## src/rtl/pwm_sync8.sv

```systemverilog
// Glitch-free 8-bit PWM stage fed with duty codes through a one-deep valid/ready shadow register.
// Latency: an accepted code takes effect at the next period boundary, or one cycle later while disabled.
// Backpressure: DutyReady drops while a code waits in the shadow register and rises again after it loads.
//
// Ports:
//   CLOCK_50    in   1  system clock; all state changes on the rising edge
//   Resetn      in   1  asynchronous active-low reset
//   DutyIn      in   8  new duty code
//   DutyValid   in   1  DutyIn is valid this cycle
//   DutyReady   out  1  shadow register free; a transfer happens when DutyValid & DutyReady
//   Enable      in   1  1 = run the PWM, 0 = hold the counters at 0 with the output low
//   Y           out  1  PWM output, high while Q < DutyActive
//   Q           out  8  PWM period counter
//   DutyActive  out  8  duty code currently in effect
//   PeriodStart out  1  one-cycle pulse in the first cycle of each period
module pwm_sync8 #(
    parameter int PRESCALE = 196
) (
    input  logic       CLOCK_50,
    input  logic       Resetn,
    input  logic [7:0] DutyIn,
    input  logic       DutyValid,
    output logic       DutyReady,
    input  logic       Enable,
    output logic       Y,
    output logic [7:0] Q,
    output logic [7:0] DutyActive,
    output logic       PeriodStart
);

    // A prescale of 1 still needs a one-bit counter; it simply never leaves 0.
    localparam int              PW     = (PRESCALE > 1) ? $clog2(PRESCALE) : 1;
    localparam logic [PW-1:0]   P_LAST = PW'(PRESCALE - 1);
    localparam logic [PW-1:0]   P_ONE  = PW'(1);

    logic [PW-1:0] p_cnt;
    logic [7:0]    shadow;
    logic          pending;
    logic          tick;
    logic          boundary;
    logic          accept;

    assign tick     = Enable & (p_cnt == P_LAST);
    assign boundary = tick & (Q == 8'hFF);
    assign accept   = DutyValid & ~pending;

    assign DutyReady = ~pending;
    // Both compare operands are registers, so Y can only change at a clock edge
    // (or with Enable, which gates it off immediately).
    assign Y = Enable & (Q < DutyActive);

    always_ff @(posedge CLOCK_50 or negedge Resetn) begin
        if (!Resetn) begin
            p_cnt       <= '0;
            Q           <= 8'd0;
            DutyActive  <= 8'd0;
            shadow      <= 8'd0;
            pending     <= 1'b0;
            PeriodStart <= 1'b0;
        end else begin
            if (!Enable) begin
                p_cnt <= '0;
                Q     <= 8'd0;
            end else if (tick) begin
                p_cnt <= '0;
                Q     <= Q + 8'd1;
            end else begin
                p_cnt <= p_cnt + P_ONE;
            end

            PeriodStart <= boundary;

            // Accept needs pending=0 and load needs pending=1, so the two never
            // collide. A code accepted on a boundary cycle therefore waits for the
            // following boundary instead of cutting into the period just starting.
            if (accept) begin
                shadow  <= DutyIn;
                pending <= 1'b1;
            end else if (pending && (boundary || !Enable)) begin
                DutyActive <= shadow;
                pending    <= 1'b0;
            end
        end
    end

endmodule
```

## config.mk

```make
export PLATFORM = sky130hd
export DESIGN_NAME = pwm_sync8
export DESIGN_NICKNAME = d
export VERILOG_FILES = /design/src/rtl/pwm_sync8.sv
export SDC_FILE = /design/constraint.sdc
export NUM_CORES = 1
export LEC_CHECK = 0
export CORE_UTILIZATION = 55
export DETAILED_ROUTE_END_ITERATION = 8
export PLACE_DENSITY = 0.86
export SLEW_MARGIN = 15
export SYNTH_ARGS = -nofsm -noshare
export SYNTH_HDL_FRONTEND = slang
export SYNTH_SLANG_ARGS = --single-unit
```

## constraint.sdc

```tcl
create_clock -name CLOCK_50 -period 5.6 [get_ports CLOCK_50]
set_input_delay 1.12 -clock CLOCK_50 [delete_from_list [all_inputs] [get_ports CLOCK_50]]
set_output_delay 1.12 -clock CLOCK_50 [all_outputs]
set_load 0.01 [all_outputs]
```

# [Yosys cells after proc, flatten, opt, wreduce, memory -nomap -nowiden]
# Index checks and enable logic that the tools add are counted.
[totals] register_bits=34 out_inout_bits=19 word_cells=29
[classes] n_addsub=2 order_cmp=1 eq_ne=3 muxes=6 bitwise_logic=6 reduce_logical=5
[ops] op="$mux 8" count=4
[ops] op="$add 8x1->8 const B" count=2
[ops] op="$eq 8x8->1 const B" count=2
[ops] op="$lt 8x8->1" count=1
[ops] op="$and 1x1->1" count=4
[ops] op="$mux 1" count=2
[ops] op="$ne 2x1->1 const B" count=1
[ops] op="$not 1->1" count=2
[ops] op="$reduce_and 2->1" count=1
[ops] op="$reduce_bool 2->1" count=1
[ops] op="$logic_and 1x1->1" count=1
[ops] op="$logic_not 1->1" count=1
[ops] op="$logic_or 1x1->1" count=1

# [Logic depth before layout (Yosys ltp)]
# Gate-level depths: netlist (run 1).
[depth] depth_word=7 depth_mapped=6 ltp_nobuf=6

# [Worst setup path after synthesis (run 1)]
# No wires, ideal clock.
[synth_timing] path_type="input to output" startpoint="input Enable" endpoint="output Y" arrival_ps=1799 setup_slack_ps=2681 path_stages=3 cell_sequence="inv_1 > clkbuf_1 > nor4_1"
[synth_via] elab_chain_cells=1
[synth_rtl] item="start, declared" line_no="24" source="input logic Enable,"
[synth_rtl] item="$and 1x1->1" line_no="50" source="assign Y = Enable & (Q < DutyActive);"
[synth_rtl] item="end, declared" line_no="25" source="output logic Y,"
# Every way passes these cells.

# [Final worst setup path (run 1)]
# Same ends and word-level chain as after synthesis.

==> results of run 1 <==
[power groups by stage]
stage,Sequential (W),Combinational (W),Clock [W]
5_1_grt,0.000325,0.000202,0.000158
3_3_place_gp,0.000320,0.000180,0
4_1_cts,0.000319,0.000190,0.000146
2_1_floorplan,0.000327,0.0000954,0
6_report,0.000318,0.000188,0.000146
3_5_place_dp,0.000324,0.000189,0
[cells in the mapped netlist, drive strengths merged]
master / n
nand3: 7
a2111oi: 1
o21bai: 1
and4: 1
nor2: 14
and4bb: 1
ha: 9
clkbuf: 2
nor4: 1
nor3: 2
a21oi: 4
or3: 2
nand4: 5
xnor2: 1
nor3b: 1
o21ai: 3
o21a: 1
xor2: 10
nand2: 8
and3: 4
dfrtp: 34
buf: 1
mux2: 16
nor2b: 1
o31a: 1
and2: 1
nand2b: 1
inv: 10
[layout make-up]
class	instances	area, um^2
Clock buffer	7	55.1
Clock inverter	1	5.00
Fill cell	204	747
Inverter	10	37.5
Multi-Input combinational cell	96	763
Sequential cell	34	851
Tap cell	31	38.8
Timing Repair Buffer	31	308
[worst max-delay path: stages]
cell and delay (ps):
clkdlybuf4s50_1 520, inv_1 180, nor4_1 360, clkdlybuf4s50_1 600
[sequential cells by signal, indices dropped and copies added (netlist names)]
name and cells:
DutyActive 8, Q 8, p_cnt 8, shadow 8, PeriodStart 1, pending 1
[logic make-up after synthesis]
logic type / synth area share [%]
AOI/OAI and AO/OA: 4.05
xor gates and xnor gates: 5.77
adders and majority gates: 6.74
buffers and inverters: 3.37
DFF: 50.9
muxes: 12.6
and+or+nand+nor: 16.6
[metrics by stage]
stage          setup slack, ps  cells
2_1_floorplan             2680    143
3_3_place_gp              1770    202
3_5_place_dp              1730    202
4_1_cts                   1730    210
5_1_grt                   1650    210
6_report                  1700    210
[metal layers]
layer	track usage, %	vias to the layer above	wire (um)
li1	-	563	-
met3	5.22	12	151
met1	28.0	578	1430
met2	37.8	34	1600
met4	12.9	0	106
met5	0	-	0
[worst max-delay path by stage]
| stage | to | cells after the start | slack (ps) |
|---|---|---|---|
| floorplan | Y | 3 | 2680 |
| global placement | Y | 4 | 1770 |
| detailed placement | Y | 4 | 1730 |
| CTS | Y | 4 | 1730 |
| global route | Y | 4 | 1650 |
| finish | Y | 4 | 1700 |
==> results.rst, run 1 <==
.. list-table::
   :header-rows: 1

   * - Metric
     - Value
   * - Result of the run
     - finished with violations
   * - Violations in the final reports
     - DRC
   * - Clock tree from TritonCTS
     - built
   * - Arrival @ worst endpoint
     - 2780 ps
   * - Via count of the first global-routing pass
     - approximately 1200
   * - Startpoint of the worst setup timing path
     - Enable
   * - Cell internal power dissipation
     - 0.000463 W
   * - Post-detailed-routing wire length
     - 3280 um
   * - # rows
     - 19
   * - Critical path data required time
     - 4480 ps
   * - Clock network latency to the later pin of the worst-skew pair
     - 350 ps
   * - Cell types occupying the most area after synthesis
     - dfrtp_1 (51%), mux2_4 (7.2%), ha_1 (6.7%)
   * - Number of DRC markers after the initial detailed-route iteration
     - 36
   * - Routed wire per std cell
     - ~16 um
   * - Area Overhead vs Synth
     - 23.2%
   * - Normalized max-slew margin
     - 49.7%
   * - Port Buffer Count
     - 30
   * - Total number of yosys warnings
     - 0
   * - Number of primary I/O pins
     - 31
   * - DRT antenna net count
     - 0
   * - Total die area
     - approximately 0.0033 mm^2
   * - Max Freq
     - around 260 MHz
   * - Leading cell types in the layout, fill and taps excluded
     - dfrtp_1 (34), clkdlybuf4s50_1 (30), nor2_1 (14)
   * - Number of design rule violations left after detail routing
     - 4
   * - Synth cell types
     - 30
   * - Syn Std Cell Area
     - 0.00167 mm^2
   * - Worst setup path class
     - primary input to output pin
   * - Relative contribution of combinational cells to total power
     - a little under 30%
   * - Worst-case clock buffer depth
     - 2
   * - End of the worst hold path
     - DutyActive[2]
   * - Synthesized area per cell
     - 11.7 um^2
   * - Hold Slack
     - around 500 ps
   * - FF-to-FF path depth
     - 5
   * - Die span in y
     - 57.1 um
   * - Gr ovfl total
     - 0
   * - Count of state elements after synthesis
     - 34
   * - Number of violations of the max-capacitance limit
     - 0
   * - Switching Fraction
     - 29.0%
   * - Antenna Cells
     - 0
   * - Floorplan core area
     - 0.00281 mm^2
   * - Number of setup buffers added after CTS
     - 0
   * - Clock sink count
     - 34
   * - Final instance area
     - just over 0.002 mm^2
   * - Tightest Pin Transition
     - 752 ps
   * - Largest net degree at the start of global routing
     - 35
   * - Overall fraction of global-route tracks in use
     - around 23%
   * - Number of gates resized after cts
     - 0
   * - Final Setup Violations
     - 0
   * - Starting utilization of the core area
     - 59.5%
   * - Post-Route Setup TNS
     - 0 ps
   * - Clock network power share
     - 22.3%
   * - Number of hold buffers added after cts
     - 0
   * - Critical Path Source Type
     - primary input
   * - Total leakage power
     - 0.976 nW
   * - Most common cell after layout, fill and taps aside
     - dfrtp_1
   * - Worst hold path startpoint
     - shadow[2]
   * - Cell area after placement
     - about 0.0020 mm^2
   * - Fraction of post-synthesis cell area in the top cell type by area
     - 50.9%
   * - Final count of hold timing violations
     - 0
   * - Die X-Extent
     - 57.1 um
   * - Global-route wire length before repair
     - 5520 um
   * - Startpoint of the most critical register-to-register path
     - p_cnt[0]
   * - Total power
     - 0.000652 W
   * - Critical R2R Capture
     - DutyActive[1]
   * - Switching power
     - approximately 0.00019 W
   * - Setup repair after global routing missed its margin
     - false
   * - Final core utilization
     - 73.4%
   * - Power density cells
     - 317 mW/mm^2
   * - Maximum level of the CTS H-tree
     - 2
   * - Number of nets produced by synthesis
     - 164
   * - Final Net Count
     - roughly 200
   * - Worst Path Max Fanout
     - 11
   * - Worst vdd rail ir drop
     - 0.000248 V
   * - Area leader, netlist
     - dfrtp_1
   * - Final cycle utilization of the critical path
     - 69.7%
   * - Clock tree skew after final layout
     - between 9 and 10 ps
   * - Cell chosen for the clock root
     - clkbuf_4
   * - Synthesized instance count
     - 143
   * - Via density per instance
     - 5.65
   * - WHS Path Cells
     - 1
   * - Part of the Yosys area used for sequential elements
     - 50.9%
   * - Final critical delay including setup and external delays
     - 3900 ps
   * - Register-to-Register Setup Slack
     - 3410 ps
   * - Total iterations of the first detailed-routing run
     - 6
   * - Final weighted congestion in routability-driven placement
     - 0.788
   * - Share of post-route cells with drive strength above 1
     - 15.1%
   * - Routed via count
     - 1187
   * - Max-slew violation count
     - 0
   * - Clock transition at path regs
     - ~100 ps
   * - Number of buffers inserted during clock tree synthesis
     - 5
   * - Antenna violations before repair
     - 0
   * - Min-delay worst type
     - flop to flop
   * - Total half-perimeter wirelength after legalization and detailed placement
     - approximately 2400 um
   * - Register share of total power
     - 48.8%
   * - Type of element capturing the critical path
     - output pin
Power figures use the tool's default switching activity.
==> run 2, diff against run 1 <==
--- a/config.mk
+++ b/config.mk
@@ -5,9 +5,9 @@
 export SDC_FILE = /design/constraint.sdc
 export NUM_CORES = 1
 export LEC_CHECK = 0
-export CORE_UTILIZATION = 55
+export CORE_UTILIZATION = 51
 export DETAILED_ROUTE_END_ITERATION = 8
-export PLACE_DENSITY = 0.86
+export PLACE_DENSITY = 0.81
 export SLEW_MARGIN = 15
 export SYNTH_ARGS = -nofsm -noshare
 export SYNTH_HDL_FRONTEND = slang
==> constraint.sdc (replaced) <==
create_clock -name CLOCK_50 -period 3.7 [get_ports CLOCK_50]
set_input_delay 0.74 -clock CLOCK_50 [delete_from_list [all_inputs] [get_ports CLOCK_50]]
set_output_delay 0.74 -clock CLOCK_50 [all_outputs]
set_load 0.01 [all_outputs]
==> results.rst, run 2 (synthesis gave the netlist of run 1 again) <==
.. list-table::
   :header-rows: 1

   * - Metric
     - Value
   * - Clock tree from TritonCTS
     - built
   * - End of the worst hold path
     - DutyActive[7]
   * - Cell with the largest stage delay on the worst path
     - clkdlybuf4s50_1
   * - Worst Path Max Fanout
     - 5 (-6)
   * - Worst-case clock buffer depth
     - 2 (unchanged)
   * - Via density per instance
     - 5.37 (-5.0%)
   * - Startpoint of the most critical register-to-register path
     - p_cnt[0]
   * - Maximum level of the CTS H-tree
     - 2 (unchanged)
   * - Share of post-route cells with drive strength above 1
     - 15.1% (unchanged)
   * - Tightest Pin Transition
     - 724 ps (-28.2 ps)
   * - Routed wire per std cell
     - 14.6 um (-6.2%)
   * - Post-detailed-routing wire length
     - 3270 um (-0.43%)
   * - Result of the run
     - finished, final reports clean
   * - Setup repair after global routing missed its margin
     - false
   * - Number of hold buffers added after cts
     - 0 (unchanged)
   * - Final Setup Violations
     - 0 (unchanged)
   * - Die span in y
     - 59.2 um (+3.7%)
   * - # rows
     - 20 (+1)
   * - Cell chosen for the clock root
     - clkbuf_4
   * - Total half-perimeter wirelength after legalization and detailed placement
     - 2450 um (+2.2%)
   * - Final Net Count
     - 199 (unchanged)
   * - Antenna Cells
     - 0 (unchanged)
   * - Register share of total power
     - 49.1% (+0.3 points)
   * - WHS Path Cells
     - 1 (unchanged)
   * - Type of element capturing the critical path
     - output pin
   * - Final cycle utilization of the critical path
     - 85.8%
   * - Most common cell after layout, fill and taps aside
     - dfrtp_1
   * - Final count of hold timing violations
     - 0 (unchanged)
   * - Max Freq
     - about 320 MHz
   * - Switching Fraction
     - 28.7% (-0.34 points)
   * - DRT antenna net count
     - 0 (unchanged)
   * - Area used by multi-input combinational logic
     - 763 um^2 (unchanged)
   * - Register-to-Register Setup Slack
     - 1530 ps (-1880 ps)
   * - Worst vdd rail ir drop
     - 0.000287 V (+16%)
   * - Area Overhead vs Synth
     - 24.2%
   * - Routed via count
     - 1197 (+0.84%)
   * - Worst setup path class
     - flop to output pin
   * - Post-Route Setup TNS
     - 0 ps (unchanged)
   * - Power density cells
     - 474 mW/mm^2 (+50%)
   * - Critical path data required time
     - 2960 ps (-1520 ps)
   * - Count of filler cells inserted in the layout
     - 231 (+13%)
   * - Clock network latency to the later pin of the worst-skew pair
     - 340 ps (about the same)
   * - Number of primary I/O pins
     - 31 (unchanged)
   * - Switching power
     - 0.000282 W (+49%)
   * - Critical R2R Capture
     - DutyActive[6]
   * - Post-route worst setup slack
     - 526 ps (-1170 ps)
   * - Starting utilization of the core area
     - 54.3% (-5.3 points)
   * - Number of buffers inserted during clock tree synthesis
     - 5 (unchanged)
   * - Final weighted congestion in routability-driven placement
     - 0.846 (+7.3%)
   * - Crit path largest cell delay
     - 580 ps (-20 ps)
   * - Leading cell types in the layout, fill and taps excluded
     - dfrtp_1 (34), clkdlybuf4s50_1 (30), nor2_1 (14)
   * - Antenna violations before repair
     - 0 (unchanged)
   * - Cell internal power dissipation
     - 0.000702 W (+52%)
   * - Global-route wire length before repair
     - 5580 um (+1.0%)
   * - Number of setup buffers added after CTS
     - 0 (unchanged)
   * - Clock network power share
     - 21.9% (-0.4 points)
   * - Total die area
     - 0.00351 mm^2 (+7.6%)
   * - Number of DRC markers after the initial detailed-route iteration
     - 36 (unchanged)
   * - Via count of the first global-routing pass
     - 1282 (+4.0%)
   * - Number of design rule violations left after detail routing
     - 0 (-4)
   * - Final critical delay including setup and external delays
     - 3170 ps
   * - Min-delay worst type
     - flop to flop
   * - Gr ovfl total
     - 0 (unchanged)
   * - Total leakage power
     - 0.976 nW (unchanged)
   * - Cell area after placement
     - 0.00201 mm^2 (+0.81%)
   * - Overall fraction of global-route tracks in use
     - 22.1% (-0.85 points)
   * - Critical Path Source Type
     - flop
   * - Clock transition at path regs
     - 100 ps (about the same)
   * - Max-slew violation count
     - 0 (unchanged)
   * - Arrival @ worst endpoint
     - 2430 ps (-350 ps)
   * - Combined flip-flop and latch cell area
     - 851 um^2 (unchanged)
   * - Relative contribution of combinational cells to total power
     - 29.0% (about the same)
   * - Final core utilization
     - 67.4% (-6.0 points)
   * - Pre-CTS WS
     - 573 ps (-1160 ps)
   * - Normalized max-slew margin
     - 51.6% (+1.9 points)
   * - Cells along the critical path
     - ha_1 > a2111oi_0 > nor3_1 > nor4_1 > clkdlybuf4s50_1
   * - Number of violations of the max-capacitance limit
     - 0 (unchanged)
   * - Total iterations of the first detailed-routing run
     - 4 (-2)
   * - FF-to-FF path depth
     - 5 (unchanged)
   * - Die X-Extent
     - 59.2 um (+3.7%)
   * - Largest net degree at the start of global routing
     - 35 (unchanged)
   * - Hold Slack
     - 512 ps (-1.09 ps)
   * - Port Buffer Count
     - 30 (unchanged)
   * - Number of gates resized after cts
     - 0 (unchanged)
   * - Clock sink count
     - 34 (unchanged)
   * - Clock tree skew after final layout
     - 7.90 ps (-1.46 ps)
   * - Final instance area
     - 0.00207 mm^2 (+0.79%)
   * - Floorplan core area
     - 0.00308 mm^2 (+9.7%)
   * - Worst hold path startpoint
     - shadow[7]
## run 2: metrics by stage
step | total power, W | instances
floorplan | 0.000639 | 143
global placement | 0.000760 | 215
detailed placement | 0.000776 | 215
CTS | 0.000994 | 223
global route | 0.00104 | 223
finish | 0.000984 | 223
## run 2: cell type report
type	count	share of cell area (%)
clock buffers	7	2.65
clock inverters	1	0.241
multi-input cells	96	36.8
inverters	10	1.81
repair buffers	31	14.8
well taps	44	2.65
flip-flops and latches	34	41.0
## run 2: how the worst max path moves through the flow
| stage | start | end | cells past startpoint |
|---|---|---|---|
| detailed placement | Enable | Y | 4 |
| CTS | Q[1] | Y | 5 |
| finish | Q[1] | Y | 5 |
| floorplan | Q[1] | Y | 4 |
| global route | Q[1] | Y | 5 |
| global placement | Enable | Y | 4 |
## run 2: layer usage
layer / wire length (um) / track usage [%] / vias up
li1: - / - / 562
met1: 1390 / 26.3 / 591
met2: 1610 / 33.7 / 35
met4: 94 / 13.6 / 0
met3: 177 / 8.52 / 9
met5: 0 / 0 / -
## run 2: power groups by stage
stage | Clock (W) | Sequential [W] | Combinational (W)
2_1_floorplan | 0 | 0.000495 | 0.000144
3_3_place_gp | 0 | 0.000485 | 0.000274
3_5_place_dp | 0 | 0.000491 | 0.000286
4_1_cts | 0.000223 | 0.000483 | 0.000288
5_1_grt | 0.000241 | 0.000489 | 0.000313
6_report | 0.000216 | 0.000483 | 0.000285
## run 2: critical path, delay by kind of cell, from the launching register on
family	cells	cell delay, ps
AO/OA/AOI/OAI	1	390
adder cells (fa/ha/maj)	1	310
buffers and inverters	1	580
flip-flops	1	440
AND/OR/NAND/NOR	2	370
